[src/rtl/instruction_fetch.sv]
// Fetch stage: single-outstanding imem req/ack fetcher feeding an in-order buffer to decode.
// Latency: imem_ack at edge N -> inst_valid in cycle N+1; best cadence one instruction per 2 cycles.
// Backpressure: no request while the buffer is full; decode stalls via inst_ready. Optional FETCH_PREDECODE_EN.
module instruction_fetch #(
    parameter int DEPTH = 2,
    parameter int AW    = 32
) (
    input  logic          clk,
    input  logic          Reset,
    input  logic [AW-1:0] pc,
    output logic          incrEnable,
    output logic          imem_req,
    output logic [AW-1:0] imem_addr,
    input  logic          imem_ack,
    input  logic [31:0]   imem_rdata,
    input  logic          flush,
    output logic          inst_valid,
    input  logic          inst_ready,
    output logic [31:0]   inst,
    output logic [AW-1:0] inst_pc,
    output logic          Branch,
    output logic [23:0]   branchImmediate
);

    localparam int PW = $clog2(DEPTH);
    localparam int CW = PW + 1;
    localparam logic [CW-1:0] DEPTH_C = CW'(DEPTH);

    localparam logic [1:0] IDLE = 2'd0;
    localparam logic [1:0] WAIT = 2'd1;
    localparam logic [1:0] DROP = 2'd2;

    logic [1:0]    state_q, state_d;
    logic [AW-1:0] addr_q;
    logic [PW-1:0] wr_ptr_q, wr_ptr_d;
    logic [PW-1:0] rd_ptr_q, rd_ptr_d;
    logic [CW-1:0] count_q, count_d;
    logic          valid_q;
    logic [31:0]   data_q [DEPTH];
    logic [AW-1:0] pc_q   [DEPTH];

    logic pop;
    logic push;
    logic br;
    logic flush_all;
    logic fetch_go;

    assign inst_valid = valid_q;
    assign inst       = data_q[rd_ptr_q];
    assign inst_pc    = pc_q[rd_ptr_q];
    assign pop        = valid_q && inst_ready;

`ifdef FETCH_PREDECODE_EN
    // Unconditional branch (cond=AL, B/BL class) leaving the buffer redirects the PC.
    assign br              = pop && (inst[27:25] == 3'b101) && (inst[31:28] == 4'b1110);
    assign branchImmediate = br ? inst[23:0] : 24'd0;
`else
    assign br              = 1'b0;
    assign branchImmediate = 24'd0;
`endif
    assign Branch    = br;
    assign flush_all = flush || br;

    // A request is only launched with guaranteed buffer space, so a push can never overflow.
    // Gated by Reset so the PC does not run while the block is held in reset.
    assign fetch_go   = (state_q == IDLE) && (count_q < DEPTH_C) && !flush_all && !Reset;
    assign imem_req   = fetch_go;
    assign incrEnable = fetch_go;
    // The address is visible during the strobe cycle and held by addr_q until the ack.
    assign imem_addr  = fetch_go ? pc : addr_q;

    // Next-state logic for the request FSM; a flush turns the outstanding fetch into a discard.
    always_comb begin
        state_d = state_q;
        push    = 1'b0;
        case (state_q)
            IDLE: begin
                if (fetch_go) state_d = WAIT;
            end
            WAIT: begin
                if (imem_ack) begin
                    state_d = IDLE;
                    push    = !flush_all;
                end else if (flush_all) begin
                    state_d = DROP;
                end
            end
            DROP: begin
                if (imem_ack) state_d = IDLE;
            end
            default: state_d = IDLE;
        endcase
    end

    // Buffer pointer/count update; flush wins over any push or pop in the same cycle.
    always_comb begin
        wr_ptr_d = wr_ptr_q;
        rd_ptr_d = rd_ptr_q;
        count_d  = count_q;
        if (flush_all) begin
            wr_ptr_d = '0;
            rd_ptr_d = '0;
            count_d  = '0;
        end else begin
            if (push) wr_ptr_d = wr_ptr_q + 1'b1;
            if (pop)  rd_ptr_d = rd_ptr_q + 1'b1;
            case ({push, pop})
                2'b10:   count_d = count_q + 1'b1;
                2'b01:   count_d = count_q - 1'b1;
                default: count_d = count_q;
            endcase
        end
    end

    // Control registers: FSM, held request address, pointers, count and registered valid.
    always_ff @(posedge clk or posedge Reset) begin
        if (Reset) begin
            state_q  <= IDLE;
            addr_q   <= '0;
            wr_ptr_q <= '0;
            rd_ptr_q <= '0;
            count_q  <= '0;
            valid_q  <= 1'b0;
        end else begin
            state_q  <= state_d;
            if (fetch_go) addr_q <= pc;
            wr_ptr_q <= wr_ptr_d;
            rd_ptr_q <= rd_ptr_d;
            count_q  <= count_d;
            valid_q  <= (count_d != '0);
        end
    end

    // Buffer storage: instruction word plus the address it was fetched from.
    always_ff @(posedge clk or posedge Reset) begin
        if (Reset) begin
            for (int i = 0; i < DEPTH; i++) begin
                data_q[i] <= '0;
                pc_q[i]   <= '0;
            end
        end else if (push) begin
            data_q[wr_ptr_q] <= imem_rdata;
            pc_q[wr_ptr_q]   <= addr_q;
        end
    end

endmodule
[config.mk]
export PLATFORM = sky130hd
export DESIGN_NAME = instruction_fetch
export DESIGN_NICKNAME = d
export VERILOG_FILES = /design/src/rtl/instruction_fetch.sv
export SDC_FILE = /design/constraint.sdc
export NUM_CORES = 1
export LEC_CHECK = 0
export ABC_CLOCK_PERIOD_IN_PS = 7100
export BUFFER_PORTS_ARGS = -buffer_cell sky130_fd_sc_hd__buf_2
export CORE_MARGIN = 2
export CORE_UTILIZATION = 50
export CTS_CLUSTER_DIAMETER = 30
export CTS_CLUSTER_SIZE = 25
export DETAILED_ROUTE_END_ITERATION = 8
export PLACE_DENSITY = 0.76
export SLEW_MARGIN = 20
export SYNTH_ARGS = -nofsm -noshare
export SYNTH_HDL_FRONTEND = slang
export SYNTH_SLANG_ARGS = --single-unit
[constraint.sdc]
create_clock -name clk -period 7.1 [get_ports clk]
set_input_delay 0.355 -clock clk [delete_from_list [all_inputs] [get_ports clk]]
set_output_delay 0.355 -clock clk [all_outputs]
set_load 0.02 [all_outputs]
==> impl_metrics.yaml <==
run_status:
  status: "completed"
drt:
  ant_nets: 0
  routedWlPerCell_um: 16.7
  via_count: 4288
  dr.pass1.iters: 4
  via_per_inst: 5.16
  drt_iter0_markers: 137
  routed_wl_mm: 13.9
  drc_errors: 0
layout:
  drive_gt1_frac: 0.652
  seqCellArea_sq_um: 4180
  nets: 705
  num_antenna_cells: 0
  fillers: 1101
  final_core_util: 0.608
  multiInputGateArea_sq_um: 2850
  area_growth_pct: 19.9
  finalInstanceArea_sq_um: 8740
  stdcell_count: 831
placed_design:
  detailed_place_hpwl_mm: 9.16
  globalplace.congestion: 0.716
  dp_cells: 800
  place_area_sq_um: 8150
  port_buffers: 167
global_routing:
  grt_pass1_vias: 4714
  antenna_found_initial: 0
  grt_max_degree: 100
  grt_pass1_wl_mm: 23.4
  grt_overflow: 0
  grt_util_all_layers: 0.190
synth:
  synth_area_leader_cell: "dfrtp_1"
  synthTopCellsByArea: "dfrtp_1 57%, mux2_2 33%, buf_4 3.2%, mux2_1 1.4%, buf_2 0.89%"
  yosys_register_bits: 167
  synthTopCellsByCount: "215 x mux2_2, 167 x dfrtp_1, 31 x buf_4, 13 x buf_2, 9 x mux2_1"
  synthArstFlopShare: 1.00
  synthCells: 470
  syn_area_sq_um: 7290
  avgSynthCellArea_sq_um: 15.5
  ys_seq_area_frac: 0.573
  synth_ff_type: "dfrtp_1"
  synth_edf_count: 0
  yosys.area.top_type_share: 0.573
  yosys_warnings: 0
  yosysMostFrequentCell: "mux2_2"
  synthDistinctLibCells: 27
floorplanning:
  design.die.area_sq_um: 15600
  pin_count: 193
  fp.dieW_um: 125
  row_count: 44
  dieHeight_um: 125
  start_util: 0.507
  core_area_sq_um: 14400
worst_setup_path:
  cp.arrival_ns: 2.35
  r2r-start: "state_q[0]$_DFFE_PP0P_"
  crit_fanout: 46
  worst_ep_required_time_ns: 6.74
  crit_slowest_cell: "dfrtp_2"
  path_class: "register to primary output"
  setup.worst_path.start: "rd_ptr_q$_DFFE_PP0P_"
  cp-start-kind: "register"
  critPathCaptureType: "primary output"
  worstPathCellList: "buf_4 > mux2_2 > buf_2"
  cp_slowest_stage_delay_ns: 0.68
clock_tree:
  ctsResizeCount: 0
  cts_setup_buffers: 0
  cts_sinks: 167
  clockRootBuffer: "clkbuf_16"
  hold_buffers: 0
  clkSlewWorstSetupHoldPaths_ns: 0.06
  clock_latency_ns: 0.42
  h-tree-depth: 4
  tritoncts: "built"
  clockBufferDepth: 2
  cts_buffers: 17
timing:
  fmax_mhz: 370
  relSlewSlack: 0.420
  final.period_utilization: 0.381
  setup_tns_ns: 0
  setup_viol: 0
  hold_violations: 0
  tightest_slew_ns: 0.867
  fin_skew_ns: 0.00701
  min_period_ns: 2.70
  slew_viol_final: 0
  grt_setup_unrepaired: "no"
power_and_ir_drop:
  ir_worst_vdd_uv: 184
  leakage_nw: 4.25
  power_density_nw_per_um2: 382
job:
  drv_cap: 0
hold_path:
  min_path_type: "input port to asynchronous set/reset pin"
[area by class of cell]
cell class | instances | area share
Sequential cell | 167 | 0.478
Multi-Input combinational cell | 274 | 0.326
Timing Repair Buffer | 172 | 0.0999
Clock buffer | 23 | 0.0535
Tap cell | 184 | 0.0263
Clock inverter | 8 | 0.0140
Inverter | 3 | 0.00186
[cells by family after synthesis]
group                    after synthesis  synth area share
multiplexers                         224             0.346
XOR/XNOR                               4           0.00481
other                                  1          0.000514
AND/OR/NAND/NOR                       15            0.0199
adder cells (fa/ha/maj)                1           0.00172
flip-flops                           167             0.573
AO/OA/AOI/OAI                          5           0.00446
buffers and inverters                 53            0.0496
[registers in the layout (all words and copies together) (netlist names)]
name        flops
data_q         64
pc_q           64
addr_q         32
count_q         2
state_q         2
inst_valid      1
rd_ptr_q        1
wr_ptr_q        1
[final timing paths]
check	endpoint	slack [ns]	depth (start not counted)
min in group clk	data_q[50]$_DFFE_PP0P_	0.16	2
setup / recovery	inst_pc[31]	4.40	3
max in group asynchronous	rd_ptr_q$_DFFE_PP0P_	5.55	3
hold / removal	pc_q[63]$_DFFE_PP0P_	0.14	2
setup reg to reg	pc_q[49]$_DFFE_PP0P_	4.53	4
hold reg to reg	data_q[52]$_DFFE_PP0P_	0.50	1
[power by group]
part           internal [mW]  switching [mW]  leakage (nW)  total (mW)
Clock                  0.569           0.357         0.279       0.926
Sequential              1.22           0.152          2.11        1.38
Combinational          0.489           0.550          1.86        1.04
[routing by layer]
layer | share of wire | global-route usage | up-vias
li1 | - | - | 1945
met1 | 0.43 | 0.242 | 2173
met2 | 0.48 | 0.302 | 149
met3 | 0.073 | 0.0631 | 21
met4 | 0.019 | 0.0727 | 0
met5 | 0 | 0 | -
[cell usage in the layout, fill, tap and decap left out, drive strengths merged]
master	netlist	layout
nand2b	1	1
clkbuf	2	23
and2	1	1
clkinv	0	2
clkinvlp	0	3
nor4b	1	1
nand3b	2	2
a21oi	2	2
a221oi	1	1
mux2	224	224
nor3	1	1
nor2b	2	2
ha	1	1
a31o	1	1
nand4bb	1	1
inv	3	3
nor2	4	4
xnor2	2	2
dfrtp	167	167
o21ai	1	1
nand4	1	1
or3	1	1
conb	1	25
xor2	2	2
buf	48	172
bufinv	0	3
[through the flow]
| stage | hold WS (ns) | power (mW) | setup slack [ns] |
|---|---|---|---|
| floorplan | 0.418 | 2.12 | 2.23 |
| detailed placement | 0.481 | 2.44 | 4.48 |
| CTS | 0.149 | 3.38 | 4.34 |
| finish | 0.143 | 3.34 | 4.40 |
| global route | 0.157 | 3.52 | 4.27 |
| global placement | 0.466 | 2.39 | 4.54 |
[critical path, delay by kind of cell, from the launching register on]
family	cells	cell delay [ns]
buffers and inverters	2	0.78
muxes	1	0.42
DFF	1	0.68
Power figures use the tool's default switching activity.
